## config.mk

```make
export PLATFORM = sky130hd
export DESIGN_NAME = ola_window_scheduler
export DESIGN_NICKNAME = d
export VERILOG_FILES = /design/src/rtl/pitch_pkg.sv /design/src/rtl/ola_watchdog.sv /design/src/rtl/ola_window_scheduler.sv
export SDC_FILE = /design/constraint.sdc
export NUM_CORES = 1
export LEC_CHECK = 0
export BUFFER_PORTS_ARGS = -buffer_cell sky130_fd_sc_hd__buf_2
export CORE_MARGIN = 10
export CORE_UTILIZATION = 56
export DETAILED_ROUTE_END_ITERATION = 10
export GPL_TIMING_DRIVEN = 0
export HOLD_SLACK_MARGIN = 0.1
export PLACE_DENSITY = 0.79
export SETUP_SLACK_MARGIN = 0.3
export SYNTH_ARGS = -nofsm -noshare
export SYNTH_HDL_FRONTEND = slang
export SYNTH_SLANG_ARGS = --single-unit
```

## constraint.sdc

```tcl
create_clock -name clk -period 2.25 [get_ports clk]
set_input_delay 0.1125 -clock clk [delete_from_list [all_inputs] [get_ports clk]]
set_output_delay 0.1125 -clock clk [all_outputs]
set_load 0.01 [all_outputs]
```

## src/rtl/pitch_pkg.sv

```systemverilog
// Shared types for the pitch-shift overlap-add back end.
package pitch_pkg;

  localparam int SLOT_W = 2;

  typedef enum logic [2:0] {
    IDLE,
    WAIT_FRAME,
    WAIT_STITCH,
    READY,
    WAIT_EMIT
  } ola_state_t;

endpackage

```

## src/rtl/ola_watchdog.sv

```systemverilog
// Cycle watchdog: counts while run is high and raises expired on the TIMEOUT-th cycle.
module ola_watchdog #(
  parameter int TIMEOUT = 65535
) (
  input  logic clk,
  input  logic reset_n,
  input  logic clear,
  input  logic run,
  output logic expired
);

  localparam int W = $clog2(TIMEOUT + 1);
  localparam logic [W-1:0] LAST = W'(TIMEOUT - 1);

  logic [W-1:0] cnt_q;

  // The count for a wait starts at zero in its first cycle, so expiry fires on cycle TIMEOUT.
  assign expired = run && !clear && (cnt_q == LAST);

  always_ff @(posedge clk or negedge reset_n) begin
    if (!reset_n) begin
      cnt_q <= '0;
    end else if (clear) begin
      cnt_q <= '0;
    end else if (run && !expired) begin
      cnt_q <= cnt_q + 1'b1;
    end
  end

endmodule

```

## src/rtl/ola_window_scheduler.sv

```systemverilog
// Overlap-add scheduler: hands each IFFT window to the stitcher, then its finished quarter to the emitter.
module ola_window_scheduler
  import pitch_pkg::*;
#(
  parameter int NUM_SLOTS     = 4,
  parameter int PRIME_WINDOWS = 3,
  parameter int TIMEOUT       = 65535,
  parameter int CNT_W         = 16
) (
  input  logic              clk,
  input  logic              reset_n,
  input  logic              enable,
  input  logic              frame_valid,
  output logic              frame_ready,
  output logic              stitch_go,
  output logic [SLOT_W-1:0] stitch_slot,
  input  logic              stitch_done,
  input  logic              emit_req,
  output logic              emit_go,
  output logic [SLOT_W-1:0] emit_slot,
  input  logic              emit_done,
  output logic [CNT_W-1:0]  frames_out,
  output logic [CNT_W-1:0]  underruns,
  output logic              fault
);

  localparam int PW = (PRIME_WINDOWS < 1) ? 1 : $clog2(PRIME_WINDOWS + 1);
  localparam logic [PW-1:0]     PRIME_LAST = PW'(PRIME_WINDOWS);
  localparam logic [SLOT_W-1:0] SLOT_LAST  = SLOT_W'(NUM_SLOTS - 1);

  function automatic logic [SLOT_W-1:0] next_slot(input logic [SLOT_W-1:0] s);
    return (s == SLOT_LAST) ? '0 : s + 1'b1;
  endfunction

  ola_state_t        state_q, state_d;
  logic [SLOT_W-1:0] slot_q, slot_d;
  logic [PW-1:0]     prime_q, prime_d;
  logic [CNT_W-1:0]  frames_q, frames_d;
  logic [CNT_W-1:0]  under_q, under_d;
  logic              fault_q, fault_d;
  logic              stitch_go_q, stitch_go_d;
  logic              emit_go_q, emit_go_d;
  logic              frame_ready_q, frame_ready_d;
  logic              emit_req_q;
  logic              primed;
  logic              in_wait;
  logic              wd_expired;

  assign primed  = (prime_q == PRIME_LAST);
  assign in_wait = (state_q == WAIT_STITCH) || (state_q == WAIT_EMIT);

  ola_watchdog #(
    .TIMEOUT(TIMEOUT)
  ) u_watchdog (
    .clk    (clk),
    .reset_n(reset_n),
    .clear  (!in_wait),
    .run    (in_wait),
    .expired(wd_expired)
  );

  always_comb begin
    // NOTE: every signal gets its default before the case so no path leaves one unassigned (no latches).
    state_d       = state_q;
    slot_d        = slot_q;
    prime_d       = prime_q;
    frames_d      = frames_q;
    under_d       = under_q;
    fault_d       = fault_q;
    stitch_go_d   = 1'b0;
    emit_go_d     = 1'b0;
    frame_ready_d = 1'b0;

    if (emit_req && !emit_req_q && (state_q != READY) && primed && (under_q != '1)) begin
      under_d = under_q + 1'b1;
    end

    unique case (state_q)
      IDLE: begin
        if (enable && !fault_q) state_d = WAIT_FRAME;
      end
      WAIT_FRAME: begin
        // frame_valid is still high in the frame_ready cycle; that window is already consumed.
        if (!enable) begin
          state_d = IDLE;
        end else if (frame_valid && !frame_ready_q) begin
          stitch_go_d = 1'b1;
          state_d     = WAIT_STITCH;
        end
      end
      WAIT_STITCH: begin
        if (wd_expired) begin
          fault_d = 1'b1;
          state_d = IDLE;
        end else if (stitch_done) begin
          frame_ready_d = 1'b1;
          if (!primed) begin
            prime_d = prime_q + 1'b1;
            slot_d  = next_slot(slot_q);
            state_d = WAIT_FRAME;
          end else begin
            state_d = READY;
          end
        end
      end
      READY: begin
        if (emit_req) begin
          emit_go_d = 1'b1;
          state_d   = WAIT_EMIT;
        end
      end
      WAIT_EMIT: begin
        if (wd_expired) begin
          fault_d = 1'b1;
          state_d = IDLE;
        end else if (emit_done) begin
          slot_d   = next_slot(slot_q);
          frames_d = frames_q + 1'b1;
          state_d  = WAIT_FRAME;
        end
      end
      default: state_d = IDLE;
    endcase
  end

  // NOTE: state registers use non-blocking assignments so all flops update together at the edge.
  always_ff @(posedge clk or negedge reset_n) begin
    if (!reset_n) begin
      state_q       <= IDLE;
      slot_q        <= '0;
      prime_q       <= '0;
      frames_q      <= '0;
      under_q       <= '0;
      fault_q       <= 1'b0;
      stitch_go_q   <= 1'b0;
      emit_go_q     <= 1'b0;
      frame_ready_q <= 1'b0;
      emit_req_q    <= 1'b0;
    end else begin
      state_q       <= state_d;
      slot_q        <= slot_d;
      prime_q       <= prime_d;
      frames_q      <= frames_d;
      under_q       <= under_d;
      fault_q       <= fault_d;
      stitch_go_q   <= stitch_go_d;
      emit_go_q     <= emit_go_d;
      frame_ready_q <= frame_ready_d;
      emit_req_q    <= emit_req;
    end
  end

  // slot only moves on stitch_done (priming) or emit_done, so it is stable across each handshake.
  assign stitch_slot = slot_q;
  assign emit_slot   = slot_q;
  assign stitch_go   = stitch_go_q;
  assign emit_go     = emit_go_q;
  assign frame_ready = frame_ready_q;
  assign frames_out  = frames_q;
  assign underruns   = under_q;
  assign fault       = fault_q;

endmodule

```

==> PnR_summary.wiki <==
{| class="wikitable"
! Metric !! Value
|-
| Standard cell core area || just over 5000 µm²
|-
| Synthesized area per cell || slightly above 10 µm²
|-
| Clock-pin slew on the worst setup and hold paths || about 0.07 ns
|-
| Maximum vdd ir drop || roughly 0.00063 V
|-
| Detailed placement HPWL || ~4.2 mm
|-
| Post-placement cell count || 400
|-
| Via count of the first global-routing pass || roughly 2300
|-
| Main area contributors after synthesis || sky130_fd_sc_hd__dfrtp_1 (51%), sky130_fd_sc_hd__xnor2_1 (9.3%), sky130_fd_sc_hd__nor2_1 (4.2%)
|-
| Setup WS pre-CTS || -0.02837 ns
|-
| Clock net sink count || 60
|-
| Maximum number of pins on one net before global-route repair || 61
|-
| Post-Route Setup TNS || 0 ns
|-
| Synthesized flop and latch total || 60
|-
| Worst-case hold path end point || stitch_go
|-
| P_int || around 2.3 mW
|-
| Hold Slack || ~0.22 ns
|-
| Ys Warns || 0
|-
| Switching share of power || 0.2837
|-
| Final non-filler cell total || about 420
|-
| Clock network fraction of total power || 0.372
|-
| Power density of the placed cells || roughly 870 nW/µm²
|-
| Drt wl/cell || roughly 15 µm
|-
| Port-buffer cells || 46
|-
| Net switching power of the design || 892.8 µW
|-
| Final GP Congestion || approximately 0.8
|-
| Starting density of the core || 0.5754
|-
| Crit path DAT || ~2.2 ns
|-
| Cell type with the largest total area after synthesis || sky130_fd_sc_hd__dfrtp_1
|-
| Deepest clock path buffer count || 2
|-
| Worst hold path startpoint || frame_valid
|-
| Post-synthesis cell area || a little under 3000 µm²
|-
| 1st-pass router iterations || 4
|-
| Global route total overflow || 0
|-
| Worst setup EP type || flip-flop
|-
| Number of unique standard cell types used by synthesis || 45
|-
| Nature of the critical path startpoint || flip-flop
|-
| EDFF count, synth || 0
|-
| Kind of path behind the tightest hold check || in -> reg
|-
| P_leak || 1.679 nW
|-
| Std-Cell Rows || 26
|-
| Filler cell count in the final layout || 378
|-
| Most common cell in the netlist || sky130_fd_sc_hd__dfrtp_1
|-
| Synth async-reset ratio || 1.000
|-
| Post-synthesis cell count || 284
|-
| Total DRC errors in the routed layout || 0
|-
| Routed wire length || 6.315 mm
|-
| Final worst path period share || 0.8674
|-
| Total via count after detailed routing || about 2300
|-
| Post-detailed-placement cell area || ~3200 µm²
|-
| Proportion of power drawn by combinational gates || 0.216
|-
| Clk Latency, worst-skew pair || between 0.3 and 0.4 ns
|-
| Post-layout net count || about 360
|-
| Slack of the critical path || roughly 0.30 ns
|-
| Highest achievable clock rate || roughly 500 MHz
|-
| Post-route antenna net violation count || 0
|-
| Global router's overall resource usage || 0.1505
|-
| Worst Setup Path Type || reg -> reg
|-
| Area growth syn-to-layout || 23.95%
|-
| Sequential group share of total power || 0.413
|-
| RSZ-0062 raised after global routing || true
|-
| Destination of the worst register-to-register timing path || prime_q[1]
|-
| I/O pins || 47
|-
| Number of cells on the worst hold path || 4
|-
| Tightest Pin Transition || roughly 0.72 ns
|-
| Root buffer selected by CTS || sky130_fd_sc_hd__clkbuf_8
|-
| Number of vias per cell || 5.438
|-
| Number of buffers inserted during clock tree synthesis || 9
|-
| Initial antenna violation count || 0
|-
| Most common flop cell mapped by yosys || sky130_fd_sc_hd__dfrtp_1
|-
| Final hold viol count || 0
|-
| Portion of synthesized cell area occupied by the leading cell type || 0.5141
|-
| Worst clock skew || ~0.0099 ns
|-
| Fraction of layout instances using a drive strength above 1 || 0.2756
|-
| Relative slew slack || 0.5176
|-
| Mapped Nets || approximately 300
|-
| DIE HEIGHT || slightly above 90 µm
|-
| Max-capacitance violation count || 0
|-
| Cell area after layout || 3620 µm²
|-
| Worst reg-to-reg setup slack || about 0.30 ns
|-
| R2R depth || 6
|-
| Worst-path maximum fanout || 8
|-
| Status || completed
|-
| Global-route wire length before repair || around 11 mm
|-
| Leading cell types by count after synthesis || sky130_fd_sc_hd__dfrtp_1 (60), sky130_fd_sc_hd__nor2_1 (33), sky130_fd_sc_hd__xnor2_1 (31), sky130_fd_sc_hd__nand2_1 (23), sky130_fd_sc_hd__nand4_1 (16)
|-
| Data required time at the worst endpoint || roughly 2.5 ns
|-
| TritonCTS clock tree || done
|-
| Period minus WS final || just under 2 ns
|-
| Overall die width || a little over 90 µm
|-
| Final Setup Violations || 0
|-
| Diodes inserted || 0
|-
| Level count of the clock H-tree || 3
|-
| Number of pins with negative max-slew slack in the final report || 0
|-
| Reg-to-Reg Start || u_watchdog.cnt_q[10]
|-
| Initial DRC count || 85
|-
| Die ar. || approximately 8500 µm²
|-
| Sequential fraction of the synthesis area || 0.5141
|}
[layout by cell type, fill, tap and decap left out, drive strengths merged, types with 3 or more instances in the layout]
master and count:
or4 3, ha 6, nor2 33, nand4 16, a21oi 4, o21ai 5, nor3 11, xnor2 31
dfrtp 60, nor4b 3, xor2 10, inv 11, mux2 6, clkbuf 15, bufinv 3, nor4 5
nand2 23, buf 53, and3 6, nand3 14, nand2b 6, dlygate4sd3 5
[cells by family after synthesis]
logic type / after synthesis / share of synthesized area
AND/OR/NAND/NOR: 130 / 0.2335
flip-flops: 60 / 0.5141
XOR/XNOR: 41 / 0.1230
buffers and inverters: 21 / 0.03385
AO/OA/AOI/OAI: 19 / 0.04328
multiplexers: 7 / 0.02656
adder cells (fa/ha/maj): 6 / 0.02571
[flip-flops by register name, indices dropped and copies added (netlist names)]
name,flops
u_watchdog.cnt_q,16
emit_slot,2
state_q,3
fault,1
emit_req_q,1
frames_out,16
prime_q,2
underruns,16
frame_ready,1
emit_go,1
stitch_go,1
[worst max path at each step]
stage	start	end	slack, ns	depth (start not counted)
detailed placement	u_watchdog.cnt_q[0]	frames_out[11]	-0.03	7
global route	u_watchdog.cnt_q[0]	state_q[1]	0.20	8
finish	u_watchdog.cnt_q[10]	prime_q[1]	0.30	6
global placement	u_watchdog.cnt_q[0]	frames_out[11]	0.06	7
floorplan	u_watchdog.cnt_q[0]	prime_q[1]	0.34	8
CTS	u_watchdog.cnt_q[5]	emit_slot[0]	0.31	6
[critical path, cell delays in order, from the launching register on]
cell,delay [ns]
sky130_fd_sc_hd__dfrtp_1,0.44
sky130_fd_sc_hd__nand4_1,0.22
sky130_fd_sc_hd__or4_4,0.56
sky130_fd_sc_hd__clkbuf_8,0.18
sky130_fd_sc_hd__nand2b_2,0.09
sky130_fd_sc_hd__nor3_1,0.07
sky130_fd_sc_hd__mux2_2,0.27
[cell type report]
class,count,area (µm²),area share
Tap cell,70,87.58,0.02420
Clock buffer,10,137.6,0.03802
Clock inverter,5,100.1,0.02765
Multi-Input combinational cell,203,1375,0.3799
Buffer,10,78.83,0.02178
Sequential cell,60,1501,0.4148
Timing Repair Buffer,53,297.8,0.08227
Inverter,11,41.29,0.01141
[routing by layer]
layer | vias to the layer above | routed length, µm | GRT usage
met2 | 54 | 2996 | 0.2400
met3 | 14 | 365 | 0.04645
met5 | - | 0 | 0
li1 | 1110 | - | -
met1 | 1117 | 2814 | 0.1763
met4 | 0 | 139 | 0.08483
[metrics by stage]
stage	power, mW	util
5_1_grt	3.327	0.7133
4_1_cts	3.153	0.7002
3_3_place_gp	1.941	0.6381
6_report	3.147	0.7133
2_1_floorplan	1.743	-
3_5_place_dp	1.969	0.6381
[power by group through the flow]
stage	registers, mW	logic, mW	clock network [mW]
5_1_grt	1.32	0.765	1.24
3_5_place_dp	1.32	0.650	0
4_1_cts	1.30	0.680	1.18
2_1_floorplan	1.33	0.413	0
6_report	1.30	0.679	1.17
3_3_place_gp	1.31	0.628	0
[what timing repair did]
item,CTS,global route
endpoints found under the hold margin,5,60
hold buffers,4,1
resized for setup,7,21
buffers inserted,1,1
setup endpoints to repair,21,30
pin swaps,4,3
Note: power is estimated with default switching activity, not from simulation.
